$ cat src/rtl/fetch_stage_pkg.sv
// Shared constants for the instruction-fetch front end.
//   ADDR_SIZE  : PC / memory address width
//   INSTR_SIZE : instruction word width
//   BOOT_ADDR  : PC value after reset
//   NOP_INSTR  : word presented to decode when nothing is buffered (addi x0,x0,0)
package fetch_stage_pkg;

    localparam int          ADDR_SIZE  = 32;
    localparam int          INSTR_SIZE = 32;
    localparam logic [31:0] BOOT_ADDR  = 32'h0000_0000;
    localparam logic [31:0] NOP_INSTR  = 32'h0000_0013;

    // Width of a counter that must hold the values 0..depth inclusive.
    function automatic int cnt_width(input int depth);
        return $clog2(depth) + 1;
    endfunction

endpackage

$ cat src/rtl/fetch_fifo.sv
// Small register-based FIFO with a combinationally visible head entry.
// Ports:
//   clk_i, rst_i          clock (rising edge), asynchronous active-low reset
//   push, push_data       write one entry (ignored when full unless popping too)
//   pop                   remove the head entry (ignored when empty)
//   flush                 discard all entries; wins over push and pop
//   head_data             oldest entry (stale data when empty)
//   full, empty, count    occupancy status
module fetch_fifo #(
    parameter int Width = 64,
    parameter int Depth = 2
) (
    input  logic                     clk_i,
    input  logic                     rst_i,
    input  logic                     push,
    input  logic [Width-1:0]         push_data,
    input  logic                     pop,
    input  logic                     flush,
    output logic [Width-1:0]         head_data,
    output logic                     full,
    output logic                     empty,
    output logic [$clog2(Depth):0]   count
);

    localparam int                PtrW     = $clog2(Depth);
    localparam logic [PtrW-1:0]   PtrOne   = PtrW'(1);
    localparam logic [PtrW:0]     CntOne   = (PtrW+1)'(1);
    localparam logic [PtrW:0]     DepthCnt = (PtrW+1)'(Depth);

    logic [PtrW-1:0]  wr_ptr_reg, wr_ptr_next;
    logic [PtrW-1:0]  rd_ptr_reg, rd_ptr_next;
    logic [PtrW:0]    count_reg, count_next;
    logic [Width-1:0] entries [Depth];
    logic             do_push, do_pop;

    assign empty   = (count_reg == '0);
    assign full    = (count_reg == DepthCnt);
    assign count   = count_reg;
    assign do_pop  = pop && !empty;
    // A pop in the same cycle frees the slot, so push is legal even when full.
    assign do_push = push && (!full || do_pop);

    assign head_data = entries[rd_ptr_reg];

    always_comb begin
        wr_ptr_next = wr_ptr_reg;
        rd_ptr_next = rd_ptr_reg;
        count_next  = count_reg;
        if (flush) begin
            wr_ptr_next = '0;
            rd_ptr_next = '0;
            count_next  = '0;
        end else begin
            if (do_push) wr_ptr_next = wr_ptr_reg + PtrOne;
            if (do_pop)  rd_ptr_next = rd_ptr_reg + PtrOne;
            if (do_push && !do_pop)      count_next = count_reg + CntOne;
            else if (!do_push && do_pop) count_next = count_reg - CntOne;
        end
    end

    always_ff @(posedge clk_i or negedge rst_i) begin
        if (!rst_i) begin
            wr_ptr_reg <= '0;
            rd_ptr_reg <= '0;
            count_reg  <= '0;
        end else begin
            wr_ptr_reg <= wr_ptr_next;
            rd_ptr_reg <= rd_ptr_next;
            count_reg  <= count_next;
        end
    end

    // One register per slot; only the slot under the write pointer loads.
    for (genvar gi = 0; gi < Depth; gi++) begin : g_entry
        logic [Width-1:0] entry_reg;
        always_ff @(posedge clk_i or negedge rst_i) begin
            if (!rst_i) begin
                entry_reg <= '0;
            end else if (do_push && !flush && (wr_ptr_reg == PtrW'(gi))) begin
                entry_reg <= push_data;
            end
        end
        assign entries[gi] = entry_reg;
    end

endmodule

$ cat src/rtl/fetch_stage.sv
// Instruction-fetch front end: owns the PC, issues in-order requests over a
// req/gnt + rvalid memory interface, buffers returned words with their PC and
// presents them to decode with a valid/stall handshake. Redirects flush the
// buffer and cause responses still in flight to be discarded.
// Ports:
//   clk_i, rst_i                 clock (rising edge), asynchronous active-low reset
//   imem_req_o, imem_addr_o      fetch request and word-aligned address
//   imem_gnt_i                   request accepted this cycle
//   imem_rvalid_i, imem_rdata_i  in-order response
//   redirect_i, redirect_pc_i    branch/jump taken, new PC (low 2 bits ignored)
//   stall_i                      decode cannot accept this cycle
//   if_valid_o, if_pc_o, if_instr_o  instruction presented to decode
module fetch_stage
    import fetch_stage_pkg::*;
#(
    parameter int                  AddrSize  = ADDR_SIZE,
    parameter int                  InstrSize = INSTR_SIZE,
    parameter logic [AddrSize-1:0] BootAddr  = AddrSize'(BOOT_ADDR),
    parameter int                  Depth     = 2
) (
    input  logic                 clk_i,
    input  logic                 rst_i,
    output logic                 imem_req_o,
    output logic [AddrSize-1:0]  imem_addr_o,
    input  logic                 imem_gnt_i,
    input  logic                 imem_rvalid_i,
    input  logic [InstrSize-1:0] imem_rdata_i,
    input  logic                 redirect_i,
    input  logic [AddrSize-1:0]  redirect_pc_i,
    input  logic                 stall_i,
    output logic                 if_valid_o,
    output logic [AddrSize-1:0]  if_pc_o,
    output logic [InstrSize-1:0] if_instr_o
);

    localparam int                 CntW     = cnt_width(Depth);
    localparam logic [CntW:0]      DepthCnt = (CntW+1)'(Depth);
    localparam logic [CntW-1:0]    CntOne   = CntW'(1);
    localparam logic [InstrSize-1:0] NopWord = InstrSize'(NOP_INSTR);

    logic [AddrSize-1:0] pc_reg, pc_next;
    logic [CntW-1:0]     outstanding_reg, outstanding_next;
    logic [CntW-1:0]     drop_reg, drop_next;
    logic [CntW:0]       credit_used;
    logic                grant, rsp_accept, rsp_keep;

    logic [AddrSize-1:0]           pcq_head;
    logic                          pcq_full, pcq_empty;
    logic [CntW-1:0]               pcq_count;
    logic [AddrSize+InstrSize-1:0] buf_head;
    logic                          buf_full, buf_empty;
    logic [CntW-1:0]               buf_count;
    logic                          buf_pop;
    logic                          unused_ok;

    // Every in-flight request already owns a buffer slot, so the response
    // buffer can never overflow. Requests are held off while in reset.
    assign credit_used = {1'b0, outstanding_reg} + {1'b0, buf_count};
    assign imem_req_o  = rst_i && !redirect_i && (credit_used < DepthCnt);
    assign imem_addr_o = pc_reg;
    assign grant       = imem_req_o && imem_gnt_i;

    // Responses with nothing outstanding are leftovers from before a reset.
    assign rsp_accept = imem_rvalid_i && (outstanding_reg != '0);
    assign rsp_keep   = rsp_accept && (drop_reg == '0);

    // PCs of requests granted but not yet answered, in issue order.
    fetch_fifo #(.Width(AddrSize), .Depth(Depth)) u_pc_queue (
        .clk_i     (clk_i),
        .rst_i     (rst_i),
        .push      (grant),
        .push_data (pc_reg),
        .pop       (rsp_accept),
        .flush     (1'b0),
        .head_data (pcq_head),
        .full      (pcq_full),
        .empty     (pcq_empty),
        .count     (pcq_count)
    );

    assign buf_pop = if_valid_o && !stall_i;

    fetch_fifo #(.Width(AddrSize + InstrSize), .Depth(Depth)) u_resp_buf (
        .clk_i     (clk_i),
        .rst_i     (rst_i),
        .push      (rsp_keep),
        .push_data ({pcq_head, imem_rdata_i}),
        .pop       (buf_pop),
        .flush     (redirect_i),
        .head_data (buf_head),
        .full      (buf_full),
        .empty     (buf_empty),
        .count     (buf_count)
    );

    always_comb begin
        pc_next          = pc_reg;
        outstanding_next = outstanding_reg;
        drop_next        = drop_reg;
        if (redirect_i) begin
            // No grant is possible this cycle; everything still in flight
            // after this edge belongs to the old path and must be dropped.
            pc_next          = {redirect_pc_i[AddrSize-1:2], 2'b00};
            outstanding_next = outstanding_reg - CntW'(rsp_accept);
            drop_next        = outstanding_reg - CntW'(rsp_accept);
        end else begin
            if (grant) pc_next = pc_reg + AddrSize'(4);
            outstanding_next = outstanding_reg + CntW'(grant) - CntW'(rsp_accept);
            if (rsp_accept && !rsp_keep) drop_next = drop_reg - CntOne;
        end
    end

    always_ff @(posedge clk_i or negedge rst_i) begin
        if (!rst_i) begin
            pc_reg          <= BootAddr;
            outstanding_reg <= '0;
            drop_reg        <= '0;
        end else begin
            pc_reg          <= pc_next;
            outstanding_reg <= outstanding_next;
            drop_reg        <= drop_next;
        end
    end

    assign if_valid_o = !buf_empty;
    assign if_pc_o    = buf_empty ? '0 : buf_head[AddrSize+InstrSize-1:InstrSize];
    assign if_instr_o = buf_empty ? NopWord : buf_head[InstrSize-1:0];

    // Status outputs that the credit scheme makes redundant.
    assign unused_ok = &{1'b0, pcq_full, pcq_empty, pcq_count, buf_full,
                         redirect_pc_i[1:0]};

endmodule

$ cat config.mk
export PLATFORM = sky130hd
export DESIGN_NAME = fetch_stage
export DESIGN_NICKNAME = d
export VERILOG_FILES = /design/src/rtl/fetch_stage_pkg.sv /design/src/rtl/fetch_fifo.sv /design/src/rtl/fetch_stage.sv
export SDC_FILE = /design/constraint.sdc
export NUM_CORES = 1
export LEC_CHECK = 0
export ABC_CLOCK_PERIOD_IN_PS = 8700
export BUFFER_PORTS_ARGS = -buffer_cell sky130_fd_sc_hd__buf_2
export CORE_MARGIN = 4
export CORE_UTILIZATION = 60
export CTS_CLUSTER_DIAMETER = 40
export DETAILED_ROUTE_END_ITERATION = 6
export PLACE_DENSITY = 0.83
export SYNTH_ARGS = -nofsm -noshare
export SYNTH_HDL_FRONTEND = slang
export SYNTH_HIERARCHICAL = 1
export SYNTH_SLANG_ARGS = --single-unit
export TNS_END_PERCENT = 20
$ cat constraint.sdc
create_clock -name clk_i -period 8.7 [get_ports clk_i]
set_input_delay 0.435 -clock clk_i [delete_from_list [all_inputs] [get_ports clk_i]]
set_output_delay 0.435 -clock clk_i [all_outputs]
set_load 0.05 [all_outputs]
==> run metrics, run 1 <==
status=complete, no violations; Slew @ Worst Pin=1.04 ns; Final Net Count=1125; core area=18900 µm²; routed wire length=26.1 mm; iteration count of the initial detailed-routing pass=5; RSZ-0062 raised after global routing=no; pins over their slew limit=0; Largest stage delay, worst path=0.74 ns; count of final hold-check violations=0; Layout fillers=1286; CP startpoint=u_resp_buf/count[0]$_DFFE_PN0P_; NetSw=1.70 mW; Peak Freq=0.271 GHz; P&R area growth vs syn=18.5%; Clock transition at path regs=0.06 ns; Pwr Density=357 nW/µm²; chip height=147 µm; syn_area_per_cell=13.3 µm²; CP Capture Type=flop; max reg flops=128; Hold Slack=0.148 ns; Num Clock Sinks=234; internal power=3.23 mW; DR vias=7633; ANT nets after route=0; first-pass GRT wire length=43.0 mm; final setup skew=0.0167 ns; CTS Buffer Depth=3; initial core utilization=0.618; final worst path period share=0.425; power share of the clock group=0.288; Site Rows=50; clock root buffer=clkbuf_16; DP Wirelength=16.2 mm; Syn Std Cell Area=11700 µm²; CTS Buf Count=34; Final Util=0.732; Gate power share=0.365; max cap viols=0; Syn Inst Count=877; Hold/Removal Path Class=in -> reg; peak supply drop=258 µV; GP Congestion=0.916; Tmin final=3.69 ns; sequential share of power=0.347; Worst slew margin=0.308; CP most frequent cell=buf_4; crit path max fanout=66; Setup crit start kind=flop; clock latency on the worst-skew pair=0.50 ns; largest net degree at the start of global routing=86; Ports=168; CP arrival=4.07 ns; chip width=147 µm; fraction of layout cells with a size suffix above 1=0.500; post-cts resize count=0; initial antenna violation count=0; min-delay src=redirect_pc_i[2]; wire length per cell=19.7 µm; ANT cells=0; CP max stage cell=buf_4; kind of critical path=reg -> reg; static leakage=6.78 nW; DRC Markers=0; IO buf count=163; total power=4.93 mW; GRT overflow=0; Via density=5.74; CTS H-tree lvls=2; vias in the first global route=8077; die area=21700 µm²; CTS tree=yes; worst r2r src=u_resp_buf/count[0]$_DFFE_PN0P_; setup tns final=0 ns; total of warnings raised by yosys=6; critical path's top delay family=simple AND/OR/NAND/NOR gates; required time worst endpoint=9.08 ns; Initial DRC Count=434; Total GRT Usage=0.245; cells along the critical path=nor2_4 -> buf_4 -> nor2_1 -> nor3b_1 -> or4b_4 -> buf_4 -> mux2_2; Switching Fraction=0.346; Final setup viols=0; WP buf/inv=2
[per-layer routing]
| layer | track usage | part of all wire |
|---|---|---|
| met5 | 0 | 0 |
| met3 | 0.0475 | 0.054 |
| met1 | 0.326 | 0.42 |
| met2 | 0.404 | 0.49 |
| met4 | 0.0895 | 0.031 |
[placed cells by master, fill, tap and decap left out, drive strengths merged, types with 3 or more instances in the layout]
cell	instances
mux2	289
clkbuf	41
inv	16
nand3	15
xnor2	3
conb	12
nor2b	66
a31oi	14
and4	3
and2	6
clkinv	5
or3	4
dfrtp	234
ha	7
o31ai	12
buf	175
nor2	22
nand4	13
a21oi	3
bufinv	5
or4	15
o211ai	3
o311ai	5
o21ai	20
nor4	3
or2	4
and3	4
nand2b	3
nand2	31
xor2	14
[tightest hold or removal path, cell delays in order]
cell,delay [ns]
buf_2,0.07
nand2_1,0.04
o21ai_0,0.05
[path summary, 6_finish.rpt]
| kind | cells past startpoint | slack [ns] | end |
|---|---|---|---|
| setup / recovery | 7 | 5.01 | u_resp_buf/g_entry[0].entry_reg[18]$_DFFE_PN0P_ |
| hold / removal | 3 | 0.15 | imem_addr_o[2]$_DFFE_PN0P_ |
| setup reg to reg | 7 | 5.01 | u_resp_buf/g_entry[0].entry_reg[18]$_DFFE_PN0P_ |
| hold reg to reg | 1 | 0.50 | u_resp_buf/g_entry[1].entry_reg[10]$_DFFE_PN0P_ |
| max in group asynchronous | 3 | 6.72 | u_resp_buf/rd_ptr_reg$_DFFE_PN0P_ |
| min in group asynchronous | 2 | 0.51 | outstanding_reg[0]$_DFF_PN0_ |
[through the flow]
step / instance area (µm²) / worst slack (ns) / std cells
6_report: 13800 / 5.01 / 1329
5_1_grt: 13800 / 4.71 / 1329
4_1_cts: 13800 / 4.92 / 1329
3_5_place_dp: 12600 / 4.94 / 1270
3_3_place_gp: 12600 / 5.03 / 1270
2_1_floorplan: 11700 / 4.16 / 888
[final cells by class]
| class | instances | area (µm²) | share of cell area |
|---|---|---|---|
| Multi-Input combinational cell | 590 | 5490 | 0.397 |
| Sequential cell | 234 | 5860 | 0.424 |
| Clock buffer | 41 | 948 | 0.0686 |
| Clock inverter | 17 | 245 | 0.0177 |
| Timing Repair Buffer | 176 | 926 | 0.0670 |
| Tap cell | 260 | 325 | 0.0235 |
| Inverter | 11 | 41.3 | 0.00299 |
[power by group through the flow]
stage,registers [mW],clock network (mW),logic [mW]
2_1_floorplan,1.68,0,1.43
3_3_place_gp,1.69,0,1.76
3_5_place_dp,1.71,0,1.80
4_1_cts,1.71,1.44,1.82
5_1_grt,1.76,1.50,1.93
6_report,1.71,1.42,1.80
[what timing repair did]
action	CTS	global route
hold buffers	1	0
setup buffers	0	0
endpoints found under the setup margin	0	0
endpoints found under the hold margin	70	0
(Power assumes the default switching activity.)
==> run 2, diff against run 1 <==
--- a/config.mk
+++ b/config.mk
@@ -5,13 +5,14 @@
 export SDC_FILE = /design/constraint.sdc
 export NUM_CORES = 1
 export LEC_CHECK = 0
-export ABC_CLOCK_PERIOD_IN_PS = 8700
+export ABC_AREA = 1
+export ABC_CLOCK_PERIOD_IN_PS = 3700
 export BUFFER_PORTS_ARGS = -buffer_cell sky130_fd_sc_hd__buf_2
 export CORE_MARGIN = 4
-export CORE_UTILIZATION = 60
+export CORE_UTILIZATION = 59
 export CTS_CLUSTER_DIAMETER = 40
 export DETAILED_ROUTE_END_ITERATION = 6
-export PLACE_DENSITY = 0.83
+export PLACE_DENSITY = 0.81
 export SYNTH_ARGS = -nofsm -noshare
 export SYNTH_HDL_FRONTEND = slang
 export SYNTH_HIERARCHICAL = 1
==> constraint.sdc (replaced) <==
create_clock -name clk_i -period 3.7 [get_ports clk_i]
set_input_delay 0.185 -clock clk_i [delete_from_list [all_inputs] [get_ports clk_i]]
set_output_delay 0.185 -clock clk_i [all_outputs]
set_load 0.05 [all_outputs]
==> run 2 against run 1 <==
Compared with the run above:
- worst setup slack worse by 4.0 ns
- register-to-register slack worse by 4.0 ns
- non-clock buffer count is 68 higher
- critical endpoint is now u_pc_queue/g_entry[0].entry_reg[11]$_DFFE_PN0P_
- clock skew is 0.0080 ns lower
- flip-flop and latch count stayed put
- critical path type unchanged
- hold slack worse by 0.11 ns
- area after synthesis is 12% higher
- synthesized cell count is 100% higher
- global-route usage is 3.8 points higher
- sequential share of layout area is 4.5 points lower
- count of clock-buffer cells in the layout is 1 lower
==> run metrics, run 2 <==
pre-CTS setup slack=1.02 ns (-3.93 ns); CP max stage cell=nand3_2; DRC Markers=0 (unchanged); Setup crit start kind=flop; static leakage=8.43 nW (+24%); Peak Freq=0.374 GHz (+38%); most frequent cells in the layout=nand2_1, dfrtp_1, nand4_1; post-route setup slack=1.02 ns (-3.98 ns); setup tns final=0 ns (unchanged); ANT cells=0 (unchanged); syn_area_per_cell=7.41 µm² (-44%); Post-CTS Setup Repair Bufs=0 (unchanged); cells along the critical path=nand2_1 -> inv_1 -> fa_1 -> inv_1 -> nand4_4 -> inv_2 -> nand3_2 -> nand2_1 -> nand2_1; Syn Inst Count=1757 (+100%); wire length per cell=15.6 µm (-21%); Site Rows=54 (+8.0%); Tmin final=2.68 ns (-1.02 ns); CP arrival=3.05 ns (-1.02 ns); Pwr Density=814 nW/µm² (+130%); CTS H-tree lvls=2 (unchanged); kind of critical path=reg -> reg; Num Clock Sinks=234 (unchanged); crit path max fanout=33 (-50%); chip width=157 µm (+6.2%); peak supply drop=396 µV (+54%); clock root buffer=clkbuf_16; fraction of layout cells with a size suffix above 1=0.169 (-0.331); IO buf count=163 (unchanged); RSZ-0062 raised after global routing=no; total of warnings raised by yosys=6 (unchanged); Hold/Removal Path Class=in -> reg; routed wire length=34.8 mm (+33%); CTS Buffer Depth=3 (unchanged); CTS Buf Count=35 (+2.9%); commonest non-fill, non-tap cell in the layout=nand2_1; Total GRT Usage=0.283 (+0.0380); required time worst endpoint=4.08 ns (-5.00 ns); core area=21800 µm² (+15%); DP Wirelength=19.9 mm (+23%); Largest stage delay, worst path=0.63 ns (-0.11 ns); largest net degree at the start of global routing=157 (+83%); initial core utilization=0.598 (-0.0193); ANT nets after route=0 (unchanged); Final Net Count=2004 (+78%); GP Congestion=0.892 (-2.7%); die area=24500 µm² (+13%); first-pass GRT wire length=57.8 mm (+34%); vias in the first global route=11888 (+47%); pins over their slew limit=0 (unchanged); P&R area growth vs syn=19.0%; max cap viols=0 (unchanged); clock latency on the worst-skew pair=0.50 ns (about the same); initial antenna violation count=0 (unchanged); Slew @ Worst Pin=0.982 ns (-0.0562 ns); iteration count of the initial detailed-routing pass=6 (+1); Syn Std Cell Area=13000 µm² (+12%); Via density=5.52 (-3.9%); CP Capture Type=flop; DR vias=12311 (+61%); Worst slew margin=0.345 (+0.0374); Clock transition at path regs=0.05 ns (about the same); final setup skew=0.00872 ns (-0.00795 ns); final worst path period share=0.723 (+0.299); chip height=157 µm (+6.2%); Ports=168 (unchanged); Final setup viols=0 (unchanged); GRT overflow=0 (unchanged); CTS tree=yes; max reg flops=128 (unchanged); CP most frequent cell=nand2_1; r2r setup slk=1.02 ns (-3.98 ns); count of final hold-check violations=0 (unchanged); Hold Slack=0.0362 ns (-0.112 ns); status=complete, no violations; Initial DRC Count=1154 (+170%)
run 2: where the power goes:
| group | total [mW] | switching [mW] | internal, mW |
|---|---|---|---|
| Clock | 3.57 | 1.21 | 2.36 |
| Combinational | 4.83 | 3.53 | 1.30 |
| Sequential | 4.21 | 0.716 | 3.50 |
| Total | 12.6 | 5.45 | 7.16 |
run 2: final timing paths:
check / start / cells past startpoint / endpoint
setup / recovery: u_resp_buf/count[0]$_DFFE_PN0P_ / 9 / u_pc_queue/g_entry[0].entry_reg[11]$_DFFE_PN0P_
hold / removal: redirect_pc_i[21] / 5 / imem_addr_o[21]$_DFFE_PN0P_
hold reg to reg: u_resp_buf/g_entry[1].entry_reg[28]$_DFFE_PN0P_ / 2 / u_resp_buf/g_entry[1].entry_reg[28]$_DFFE_PN0P_
setup reg to reg: u_resp_buf/count[0]$_DFFE_PN0P_ / 9 / u_pc_queue/g_entry[0].entry_reg[11]$_DFFE_PN0P_
min in group asynchronous: rst_i / 2 / u_resp_buf/g_entry[0].entry_reg[36]$_DFFE_PN0P_
max in group asynchronous: rst_i / 3 / u_pc_queue/g_entry[0].entry_reg[24]$_DFFE_PN0P_
run 2: layout make-up:
cell class,instances,area (µm²)
clock buffers,40,957
clock inverters,21,320
fillers,1712,6260
inverters,127,477
multi-input cells,1284,5900
flip-flops and latches,234,5860
well taps,280,350
repair buffers,244,1630
run 2: per-layer routing:
metal | share of wire | GRT usage | up-vias
li1 | - | - | 5933
met1 | 0.43 | 0.402 | 5776
met2 | 0.48 | 0.459 | 552
met3 | 0.079 | 0.0409 | 50
met4 | 0.016 | 0.0769 | 0
met5 | 0 | 0 | -
run 2: timing repair:
action	4_1_cts	5_1_grt
hold endpoints to repair	169	0
hold buffers	62	0
gates resized for setup	0	0
run 2: through the flow:
step           total power [mW]  instance area [µm²]   util  std cells
2_1_floorplan              7.95                13100      -       1766
3_3_place_gp               8.75                13600  0.625       2107
3_5_place_dp               8.92                13600  0.625       2107
4_1_cts                    12.6                15500  0.712       2230
5_1_grt                    13.4                15500  0.712       2230
6_report                   12.6                15500  0.712       2230
run 2: worst max-delay path, delay by kind of cell, from the launching register on:
family | cells | cell delay, ns
fa+ha+maj | 1 | 0.40
buf+inv | 3 | 0.45
flops | 1 | 0.49
simple gates | 5 | 1.20
==> run 3, diff against run 2 <==
--- a/config.mk
+++ b/config.mk
@@ -6,13 +6,13 @@
 export NUM_CORES = 1
 export LEC_CHECK = 0
 export ABC_AREA = 1
-export ABC_CLOCK_PERIOD_IN_PS = 3700
+export ABC_CLOCK_PERIOD_IN_PS = 2330
 export BUFFER_PORTS_ARGS = -buffer_cell sky130_fd_sc_hd__buf_2
 export CORE_MARGIN = 4
-export CORE_UTILIZATION = 59
+export CORE_UTILIZATION = 53
 export CTS_CLUSTER_DIAMETER = 40
 export DETAILED_ROUTE_END_ITERATION = 6
-export PLACE_DENSITY = 0.81
+export PLACE_DENSITY = 0.77
 export SYNTH_ARGS = -nofsm -noshare
 export SYNTH_HDL_FRONTEND = slang
 export SYNTH_HIERARCHICAL = 1
==> constraint.sdc (replaced) <==
create_clock -name clk_i -period 2.33 [get_ports clk_i]
set_input_delay 0.1165 -clock clk_i [delete_from_list [all_inputs] [get_ports clk_i]]
set_output_delay 0.1165 -clock clk_i [all_outputs]
set_load 0.05 [all_outputs]
==> run 3 against run 2 <==
Compared with the run above:
- critical path depth increased by 2
- largest power group unchanged
- sequential power increased by 57%
- non-clock buffer count increased by 17
- power increased by 57%
- hold slack improved by 0.081 ns
- critical endpoint is now outstanding_reg[1]$_DFF_PN0_
- sequential share of layout area decreased by 0.36 points
- global-route usage decreased by 2.6 points
==> run metrics, run 3 (same netlist as run 2, synthesis figures left out) <==
Peak Freq=0.453 GHz (+21%); Hold/Removal Path Class=in -> reg; sequential share of power=0.335 (about the same); IO buf count=163 (unchanged); max reg flops=128 (unchanged); CTS H-tree lvls=2 (unchanged); Setup crit start kind=flop; CP arrival=2.58 ns (-0.47 ns); Initial DRC Count=1282 (+11%); Final Net Count=2023 (+0.95%); P&R area growth vs syn=20.2%; final setup skew=0.00996 ns (+0.00124 ns); Switching Fraction=0.435 (+0.00276); wire length per cell=15.1 µm (-3.2%); die area=27100 µm² (+11%); internal power=11.2 mW (+56%); Final setup viols=0 (unchanged); core area=24200 µm² (+11%); clock latency on the worst-skew pair=0.50 ns (about the same); most frequent cells in the layout=nand2_1, dfrtp_1, nand4_1; clock root buffer=clkbuf_16; DRC Markers=0 (unchanged); Gate power share=0.396 (+0.013); GRT overflow=0 (unchanged); required time worst endpoint=2.70 ns (-1.38 ns); CP Capture Type=flop; crit path max fanout=4 (-88%); RSZ-0062 raised after global routing=no; CTS Buf Count=37 (+5.7%); Layout fillers=2081 (+22%); Num Clock Sinks=234 (unchanged); Site Rows=57 (+5.6%); first-pass GRT wire length=57.3 mm (-0.84%); max cap viols=0 (unchanged); Clock transition at path regs=0.06 ns (about the same); setup tns final=0 ns (unchanged); CP startpoint=outstanding_reg[0]$_DFF_PN0_; final worst path period share=0.948 (+0.224); Tmin final=2.21 ns (-0.468 ns); Ports=168 (unchanged); worst r2r path cells=11 (+2); Worst slew margin=0.268 (-0.0777); worst r2r src=outstanding_reg[0]$_DFF_PN0_; commonest non-fill, non-tap cell in the layout=nand2_1; capturing point of the worst reg2reg path=outstanding_reg[1]$_DFF_PN0_; vias in the first global route=11511 (-3.2%); initial antenna violation count=0 (unchanged); NetSw=8.60 mW (+58%); kind of critical path=reg -> reg; DP Wirelength=20.7 mm (+4.4%); largest net degree at the start of global routing=139 (-11%); status=complete, no violations; peak supply drop=896 µV (+130%); static leakage=8.49 nW (+0.79%); initial core utilization=0.537 (-0.0615); CTS tree=yes; chip height=165 µm (+5.2%); power share of the clock group=0.268 (-0.015); iteration count of the initial detailed-routing pass=5 (-1); Total GRT Usage=0.257 (-0.0257); DR vias=12241 (-0.57%); Critical Path Sink=outstanding_reg[1]$_DFF_PN0_; chip width=165 µm (+5.2%); pins over their slew limit=0 (unchanged); Via density=5.33 (-3.4%); pre-CTS setup slack=0.0979 ns (-0.917 ns); routed wire length=34.7 mm (-0.36%); Pwr Density=1260 nW/µm² (+55%); post-route setup slack=0.122 ns (-0.902 ns); count of final hold-check violations=0 (unchanged); Slew @ Worst Pin=1.09 ns (+0.110 ns); ANT nets after route=0 (unchanged); fraction of layout cells with a size suffix above 1=0.177 (+0.00733); r2r setup slk=0.12 ns (-0.90 ns); CTS Buffer Depth=3 (unchanged); GP Congestion=0.861 (-3.4%)
## run 3: changes by cell type in the layout (fill, tap and decap cells not counted), sizes merged, moves of 2 or more
cell      before  now
buf          182  198
bufinv         7    3
clkbuf        40   47
clkinv         7   12
clkinvlp       4    2
inv          130  128
## run 3: through the flow
stage,instances,utilization,cell area (µm²),power (mW),hold slack [ns]
after detailed placement,2166,0.569,13800,14.3,0.244
after CTS,2294,0.644,15600,19.8,0.0878
after floorplan,1766,-,13100,12.6,-0.179
after global routing,2295,0.645,15600,21.1,0.102
after global placement,2166,0.569,13800,14.1,0.235
final,2296,0.645,15600,19.8,0.117
## run 3: area by class of cell
type	instances	area, µm²	area share
timing repair buffer	261	1790	0.115
sequential	234	5860	0.374
clock buffer	47	1010	0.0648
antenna	1	2.50	0.000160
tap	324	405	0.0259
clock inverter	18	181	0.0116
multi-input combinational	1284	5910	0.378
inverter	127	479	0.0306
## run 3: power groups by stage
| stage | Clock, mW | Combinational [mW] | Sequential [mW] |
|---|---|---|---|
| finish | 5.31 | 7.83 | 6.63 |
| global route | 5.60 | 8.66 | 6.82 |
| CTS | 5.39 | 7.80 | 6.61 |
| detailed placement | 0 | 7.68 | 6.65 |
| global placement | 0 | 7.52 | 6.58 |
| floorplan | 0 | 5.84 | 6.80 |
## run 3: how the worst min path moves through the flow
stage | startpoint | endpoint | slack (ns) | cells after the start
floorplan | rst_i | drop_reg[0]$_DFFE_PN0P_ | -0.18 | 0
finish | stall_i | u_resp_buf/rd_ptr_reg$_DFFE_PN0P_ | 0.12 | 6
CTS | stall_i | u_resp_buf/rd_ptr_reg$_DFFE_PN0P_ | 0.09 | 6
detailed placement | rst_i | u_pc_queue/g_entry[0].entry_reg[2]$_DFFE_PN0P_ | 0.24 | 2
global route | stall_i | u_resp_buf/rd_ptr_reg$_DFFE_PN0P_ | 0.10 | 6
global placement | rst_i | u_pc_queue/g_entry[0].entry_reg[2]$_DFFE_PN0P_ | 0.23 | 2
## run 3: what timing repair did
item / in CTS / in global routing
setup buffers: 0 / 1
hold buffers: 63 / 0
resized for setup: 0 / 3
endpoints found under the hold margin: 270 / 0
setup endpoints to repair: 0 / 3
## run 3: per-layer routing
metal / wire length [µm] / global-route usage
met5: 0 / 0
met1: 15400 / 0.362
met3: 2420 / 0.0374
met2: 16200 / 0.417
met4: 706 / 0.0749
## run 3: worst max-delay path, cell delays in order (launching register included)
cell      delay [ns]
dfrtp_1         0.38
nand2_1         0.07
inv_1           0.07
fa_2            0.43
inv_2           0.09
nand4_4         0.12
ha_1            0.32
inv_1           0.06
ha_1            0.14
xor2_1          0.18
xnor2_1         0.14
o21bai_1        0.07
